**src/rtl/div_seq.sv**
```systemverilog
// Iterative radix-2 restoring divider for DIV/DIVU in Execute; stalls the pipeline until hi/lo are ready.
// Optional macro DIV_SEQ_EARLY_ZERO_EN: a zero divisor skips the iteration and goes straight to DONE.
module div_seq #(
   parameter int WIDTH = 32
) (
   input  logic             clk,
   input  logic             rst_n,
   input  logic             startE,
   input  logic             signedE,
   input  logic [WIDTH-1:0] srcaE,
   input  logic [WIDTH-1:0] srcbE,
   input  logic             cancel,
   output logic             stallE,
   output logic             result_valid,
   output logic [WIDTH-1:0] lo,
   output logic [WIDTH-1:0] hi,
   output logic             div_zero
);
   localparam int CW = $clog2(WIDTH + 1);

   typedef enum logic [1:0] {IDLE, BUSY, DONE} state_t;
   state_t state, state_nx;

   logic [CW-1:0]    count;
   logic [WIDTH-1:0] rem, quo, dvs, dvd;
   logic [WIDTH-1:0] lo_q, hi_q, lo_fix, hi_fix;
   logic             neg_q, neg_r, zero, dz_q, stall;
   logic [WIDTH-1:0] mag_a, mag_b;
   logic [WIDTH:0]   rem_sh, diff;

   assign mag_a = (signedE && srcaE[WIDTH-1]) ? -srcaE : srcaE;
   assign mag_b = (signedE && srcbE[WIDTH-1]) ? -srcbE : srcbE;

   // one extra bit so the trial subtraction exposes its borrow
   assign rem_sh = {rem, quo[WIDTH-1]};
   assign diff   = rem_sh - {1'b0, dvs};

   always_ff @(posedge clk or negedge rst_n) begin
      if (!rst_n) state <= IDLE;
      else        state <= state_nx;
   end

   always_comb begin
      state_nx     = state;
      stall        = 1'b0;
      result_valid = 1'b0;
      case (state)
         IDLE: if (startE) begin
            stall = 1'b1;
`ifdef DIV_SEQ_EARLY_ZERO_EN
            state_nx = (srcbE == '0) ? DONE : BUSY;
`else
            state_nx = BUSY;
`endif
         end
         BUSY: begin
            stall = 1'b1;
            if (count == CW'(1)) state_nx = DONE;
         end
         DONE: begin
            result_valid = 1'b1;
            state_nx     = IDLE;
         end
         default: state_nx = IDLE;
      endcase
      if (cancel) begin
         state_nx     = IDLE;
         stall        = 1'b0;
         result_valid = 1'b0;
      end
   end

   // gated by reset so a held startE cannot raise a stall while the block is held in reset
   assign stallE = stall & rst_n;

   always_ff @(posedge clk or negedge rst_n) begin
      if (!rst_n) begin
         count <= '0;
         rem   <= '0;
         quo   <= '0;
         dvs   <= '0;
         dvd   <= '0;
         neg_q <= 1'b0;
         neg_r <= 1'b0;
         zero  <= 1'b0;
         lo_q  <= '0;
         hi_q  <= '0;
         dz_q  <= 1'b0;
      end else begin
         if (state == IDLE && startE && !cancel) begin
            count <= CW'(WIDTH);
            rem   <= '0;
            quo   <= mag_a;
            dvs   <= mag_b;
            dvd   <= srcaE;
            neg_q <= signedE & (srcaE[WIDTH-1] ^ srcbE[WIDTH-1]);
            neg_r <= signedE & srcaE[WIDTH-1];
            zero  <= (srcbE == '0);
         end else if (state == BUSY && !cancel) begin
            count <= count - CW'(1);
            if (!diff[WIDTH]) begin
               rem <= diff[WIDTH-1:0];
               quo <= {quo[WIDTH-2:0], 1'b1};
            end else begin
               rem <= rem_sh[WIDTH-1:0];
               quo <= {quo[WIDTH-2:0], 1'b0};
            end
         end
         if (result_valid) begin
            lo_q <= lo_fix;
            hi_q <= hi_fix;
            dz_q <= zero;
         end
      end
   end

   // MIN / -1 wraps naturally: |MIN| = MIN and its negation is MIN again
   assign lo_fix = zero ? '1  : (neg_q ? -quo : quo);
   assign hi_fix = zero ? dvd : (neg_r ? -rem : rem);

   assign lo       = (state == DONE) ? lo_fix : lo_q;
   assign hi       = (state == DONE) ? hi_fix : hi_q;
   assign div_zero = (state == DONE) ? zero   : dz_q;
endmodule

```
**config.mk**
```make
export PLATFORM = sky130hd
export DESIGN_NAME = div_seq
export DESIGN_NICKNAME = d
export VERILOG_FILES = /design/src/rtl/div_seq.sv
export SDC_FILE = /design/constraint.sdc
export NUM_CORES = 1
export LEC_CHECK = 0
export ABC_CLOCK_PERIOD_IN_PS = 4350
export CORE_UTILIZATION = 35
export CTS_BUF_LIST = sky130_fd_sc_hd__clkbuf_16
export DETAILED_ROUTE_END_ITERATION = 8
export GPL_ROUTABILITY_DRIVEN = 0
export MAX_ROUTING_LAYER = met4
export PLACE_DENSITY = 0.57
export SYNTH_ARGS = -nofsm -noshare
export SYNTH_HDL_FRONTEND = slang
export SYNTH_SLANG_ARGS = --single-unit
```
**constraint.sdc**
```tcl
create_clock -name clk -period 4.35 [get_ports clk]
set_input_delay 0.87 -clock clk [delete_from_list [all_inputs] [get_ports clk]]
set_output_delay 0.87 -clock clk [all_outputs]
set_load 0.01 [all_outputs]
```
==> run summary, run 1 <==
Status = finished with violations
Failing checks = negative setup slack
Static Leak = 7.45 nW
Unique masters post-synth = 71
Worst slack at placement = -61.7 ps
Crit path buffers/inverters = 1
Post-route ant nets = 0
I/O Pins = 136
Via count = 12200
Crit path max-delay family = simple AND/OR/NAND/NOR gates
Synth Cell Area = 13500 sq um
Core area = 37800 sq um
Slew headroom = 24.9%
Fin worst setup slack = -58.2 ps
Total Neg Setup Slack = -88.2 ps
Cells along the critical path = or4_4, or3_4, or4_4, or3_4, o31ai_4, xnor2_2, nor2_2, o21ai_1, buf_2
Worst-path clk slew = 50 ps
Post-Syn Nets = 1811
Drt total wl = 38800 um
Placed Area = 15500 sq um
Worst Setup SP = quo[10]$_DFFE_PN0P_
Vias in the first global route = 11800
Clk_lat worst skew = 530 ps
Layout fillers = 3771
Fin crit period = 4410 ps
CTS root buf = clkbuf_16
Max frequency = 0.227 GHz
Top Layer Used = met4
Number of port buffers = 135
Share of flip-flops with an asynchronous set or reset = 100%
Post-DP HPWL = 29200 um
Period utilisation layout = 101%
Clock sinks = 204
Met2 wire len = 17400 um
Final hold vios = 0
Initial Util = 35.7%
WP data required = 3480 ps
Number of synthesized register bits = 204
Synth Flop Type = dfrtp_1
Initial antenna violation count = 1
Mapped Cells = 1703
Count leader, synth = nand2_1
Cell Pwr Density = 402 nW/um^2
Startpoint Class = register
Footprint of the multi-input gates = 7970 sq um
First-pass GRT wire length = 62800 um
Synth top cells by count = 368 x nand2_1, 224 x o21ai_0, 204 x dfrtp_1
Syn avg cell area = 7.91 sq um
Synth warn = 0
Worst-margin pin slew = 1130 ps
Main area contributors after synthesis = dfrtp_1 38%, nand2_1 10%, o21ai_0 8.3%, xnor2_1 5.3%, xor2_1 4.3%
Num CTS Buffers = 27
Post-route cell area = 16500 sq um
RSZ-0062 raised after global routing = true
CP max stage cell = or4_4
Die Wd = 198 um
CTS Hold Buffers Added = 0
Area grow syn2layout = 22.2%
Final Skew = 7.57 ps
Critical path fanouts, max = 5
Crit path DAT = 3540 ps
Number of flops mapped to enable cells by yosys = 0
Wire per inst = 16.6 um
CP endpoint kind = primary output
GR Util All Layers = 20.6%
Largest net degree at the start of global routing = 130
Hold_ws = 278 ps
Area leader, netlist = dfrtp_1
Seq/Total Area, Yosys = 37.9%
Number of DRC markers in iteration 0 = 736
CP max stage delay = 540 ps
Top cell type's share of synthesized area = 37.9%
Die footprint = 39300 sq um
Total power = 6.62 mW
Reg area = 5110 sq um
Met3 WL = 1850 um
VDD IR max = 257 uV
Share of cells above drive strength 1 = 7.76%
H-tree levels = 1
Nets = 1922
WL met1 = 18300 um
Setup violators final = 2
DRC errors left = 0
Worst r2r src = quo[31]$_DFFE_PN0P_
Max-slew violations = 0
Hold Path Class = input pin to async pin
DR vias/cell = 5.20
Max cap viols = 0
Grt ovf = 0
Maximum clock insertion buffer count = 3
CTS tree = done
Drt pass-1 iters = 7
FP Rows = 71
DIE HEIGHT = 198 um
Crit Path Class = register to primary output
cells by family after synthesis:
family	count (synthesis)	synth area share [%]
compound gates	470	20.9
mux	33	2.47
simple gates	652	21.0
buf+inv	158	4.43
fa+ha+maj	39	3.68
flops	204	37.9
xor+xnor	147	9.55
area by class of cell:
type / count / area share (%)
clock buffer: 27 / 4.10
timing repair buffer: 186 / 10.7
antenna: 1 / 0.0152
sequential: 204 / 31.0
tap: 511 / 3.88
inverter: 54 / 1.23
clock inverter: 17 / 0.737
multi-input combinational: 1341 / 48.4
worst paths after layout:
check                                  endpoint  depth (start not counted)  slack [ps]
setup reg to reg            rem[31]$_DFFE_PN0P_                         11         690
hold reg to reg                dz_q$_DFFE_PN0P_                          2         470
min in group clk               dz_q$_DFFE_PN0P_                          2         470
max in group asynchronous      zero$_DFFE_PN0P_                          3        2400
setup / recovery                         lo[31]                          9         -60
hold / removal             lo_q[17]$_DFFE_PN0P_                          1         280
cell usage in the layout (no fill, tap or decap), types with 6 or more instances in the layout:
cell type / n
o41ai_1: 12
o31ai_1: 26
nand3_1: 23
dlymetal6s2s_1: 9
inv_1: 59
nor2_1: 138
clkdlybuf4s50_1: 114
o21ai_0: 207
or3_1: 8
xor2_1: 66
nor3_1: 18
buf_4: 48
or4_1: 12
ha_1: 38
nand2_1: 367
nor2b_1: 10
xnor2_1: 80
and2_1: 6
nor4_1: 10
a21o_1: 13
dfrtp_1: 200
a21oi_1: 74
clkinv_1: 6
clkbuf_16: 27
nand4_1: 7
mux2i_1: 29
o21a_1: 9
and3_1: 16
a221oi_1: 19
o21ai_1: 37
per-layer routing:
metal,GRT usage (%),vias to the layer above
met5,-,-
met1,28.3,5649
met2,31.6,326
met4,6.40,0
li1,-,6134
met3,2.10,68
through the flow:
stage	std cells	util, %
floorplan	1703	-
global placement	2291	41.0
detailed placement	2291	41.0
CTS	2336	43.3
global route	2341	43.6
finish	2341	43.6
flip-flops by register name (all words and copies together) (netlist names):
register / count
lo_q: 32
count: 6
zero: 1
rem: 32
dz_q: 1
neg_r: 1
dvd: 32
neg_q: 1
quo: 32
dvs: 32
hi_q: 32
state: 2
report_power, final:
| group | internal (mW) | switching (mW) | total, mW |
|---|---|---|---|
| sequential | 2.26 | 0.289 | 2.55 |
| combinational | 0.907 | 1.13 | 2.04 |
| clock | 1.22 | 0.810 | 2.03 |
| total | 4.39 | 2.23 | 6.62 |
what timing repair did:
item,CTS,global route
endpoints found under the setup margin,24,25
resized for setup,50,35
pin swaps,16,17
setup buffers,1,4
(Power assumes the default switching activity.)
==> inputs of run 2 (changes only) <==
--- a/config.mk
+++ b/config.mk
@@ -12,6 +12,7 @@
 export GPL_ROUTABILITY_DRIVEN = 0
 export MAX_ROUTING_LAYER = met4
 export PLACE_DENSITY = 0.57
+export SLEW_MARGIN = 20
 export SYNTH_ARGS = -nofsm -noshare
 export SYNTH_HDL_FRONTEND = slang
 export SYNTH_SLANG_ARGS = --single-unit
==> run 2 against run 1 <==
The run still ends with negative setup slack left; routed wire length barely moved; cell count is the same; sequential share of layout area about the same; register-to-register slack hardly changed; first-iteration DRC count stayed put; combinational power hardly changed; utilization about the same; worst setup slack did not move.
==> run summary, run 2 (synthesis gave the netlist of run 1 again) <==
CTS root buf = clkbuf_16
H-tree levels = 1 (unchanged)
Crit path DAT = 3540 ps (about the same)
Commonest non-fill, non-tap cell in the layout = nand2_1
Largest net degree at the start of global routing = 130 (unchanged)
Die Wd = 198 um (unchanged)
Post-route ant nets = 0 (unchanged)
Worst-path clk slew = 50 ps (about the same)
Vias in the first global route = 11800 (unchanged)
Drt total wl = 38800 um (about the same)
First-pass GRT wire length = 62800 um (unchanged)
WP data required = 3480 ps (about the same)
Nets = 1922 (unchanged)
CP max stage cell = or4_4
Max-slew violations = 0 (unchanged)
DIE HEIGHT = 198 um (unchanged)
Commonest non-fill, non-tap cells in the layout = 367 x nand2_1, 207 x o21ai_0, 200 x dfrtp_1, 138 x nor2_1, 114 x clkdlybuf4s50_1
Number of DRC markers in iteration 0 = 736 (unchanged)
Share of cells above drive strength 1 = 7.76% (unchanged)
FP Rows = 71 (unchanged)
Final Skew = 7.57 ps (+0.000220 ps)
Internal reg-to-reg setup slack = 690 ps (about the same)
Clock sinks = 204 (unchanged)
CTS tree = done
Layout fillers = 3771 (unchanged)
Crit Path Class = register to primary output
Slew headroom = 41.6% (+17 points)
Grt ovf = 0 (unchanged)
CP max stage delay = 540 ps (about the same)
Failing checks = negative setup slack
DRC errors left = 0 (unchanged)
Via count = 12200 (unchanged)
Drt pass-1 iters = 7 (unchanged)
Period utilisation layout = 101% (unchanged)
DR vias/cell = 5.20 (unchanged)
Worst r2r src = quo[31]$_DFFE_PN0P_
Die footprint = 39300 sq um (unchanged)
RSZ-0062 raised after global routing = true
Num CTS Buffers = 27 (unchanged)
Number of port buffers = 135 (unchanged)
Final hold vios = 0 (unchanged)
Total Neg Setup Slack = -88.2 ps (unchanged)
Reg area = 5110 sq um (unchanged)
Hold Path Class = input pin to async pin
Maximum clock insertion buffer count = 3 (unchanged)
Static Leak = 7.45 nW (about the same)
Crit path max-delay family = simple AND/OR/NAND/NOR gates
Cell Pwr Density = 402 nW/um^2 (about the same)
Fin worst setup slack = -58.2 ps (unchanged)
Worst slack at placement = -61.7 ps (unchanged)
Max cap viols = 0 (unchanged)
Area grow syn2layout = 22.3% (about the same)
Wire per inst = 16.6 um (about the same)
Critical path depth = 9 (unchanged)
Worst-margin pin slew = 876 ps (-250 ps)
Core area = 37800 sq um (unchanged)
Crit path buffers/inverters = 1 (unchanged)
VDD IR max = 258 uV (about the same)
Initial antenna violation count = 1 (unchanged)
Footprint of the multi-input gates = 7970 sq um (unchanged)
Initial Util = 35.7% (unchanged)
GR Util All Layers = 20.6% (unchanged)
Status = finished with violations
FF-to-FF End = rem[31]$_DFFE_PN0P_
Cells along the critical path = or4_4, or3_4, or4_4, or3_4, o31ai_4, xnor2_2, nor2_2, o21ai_1, buf_2
I/O Pins = 136 (unchanged)
Max frequency = 0.227 GHz (unchanged)
Clk_lat worst skew = 530 ps (about the same)
Fin crit period = 4410 ps (unchanged)
Startpoint Class = register
CP endpoint kind = primary output
Critical path fanouts, max = 5 (unchanged)
Post-DP HPWL = 29200 um (unchanged)
CTS Hold Buffers Added = 0 (unchanged)
Setup violators final = 2 (unchanged)
Path depth of the worst reg2reg path = 11 (unchanged)
==> run 2: final cells by class <==
| type | instances | area share [%] |
|---|---|---|
| clock buffer | 27 | 4.10 |
| multi-input combinational | 1341 | 48.3 |
| sequential | 204 | 31.0 |
| tap | 511 | 3.88 |
| inverter | 54 | 1.23 |
| antenna | 1 | 0.0152 |
| clock inverter | 17 | 0.737 |
| timing repair buffer | 186 | 10.7 |
==> run 2: how the worst max path moves through the flow <==
stage	startpoint	end	slack (ps)
after floorplan	quo[13]$_DFFE_PN0P_	lo[31]	650
after global placement	quo[13]$_DFFE_PN0P_	lo[31]	-60
after detailed placement	quo[13]$_DFFE_PN0P_	lo[31]	-60
after CTS	quo[10]$_DFFE_PN0P_	lo[31]	-150
after global routing	quo[10]$_DFFE_PN0P_	lo[29]	-190
final	quo[10]$_DFFE_PN0P_	lo[31]	-60
==> run 2: layer usage <==
metal	up-vias	track usage [%]	wire, um
li1	6134	-	-
met1	5648	28.3	18300
met2	325	31.6	17400
met3	70	2.10	1850
met4	0	6.40	1190
met5	-	-	0
==> run 2: worst reg2reg max path, cell delays in order (launching register included) <==
cell	delay, ps
dfrtp_1	460
inv_1	130
ha_1	250
fa_1	400
nor2b_1	190
o2111ai_1	140
a21oi_1	370
o21ai_1	240
a211oi_1	470
a211o_1	530
a2111oi_0	160
o31ai_1	230
==> run 2: metrics by stage <==
step	utilization, %	instances	instance area [sq um]	total power [mW]	hold slack (ps)
2_1_floorplan	-	1703	13500	3.79	440
3_3_place_gp	41.0	2291	15500	4.57	454
3_5_place_dp	41.0	2291	15500	4.61	463
4_1_cts	43.3	2336	16400	6.67	284
5_1_grt	43.6	2341	16500	7.06	303
6_report	43.6	2341	16500	6.62	278
==> run 2: timing repair <==
| action | CTS | global route |
|---|---|---|
| endpoints found under the hold margin | 0 | 0 |
| pin swaps | 16 | 17 |
| gates resized for setup | 50 | 35 |
| setup buffers | 1 | 4 |
| gates cloned | 0 | 0 |
| setup endpoints to repair | 24 | 25 |
==> run 2: report_power, final <==
group	switching (mW)	internal, mW	total [mW]
Sequential	0.289	2.26	2.55
Clock	0.810	1.22	2.03
Combinational	1.13	0.907	2.04
Total	2.23	4.39	6.62
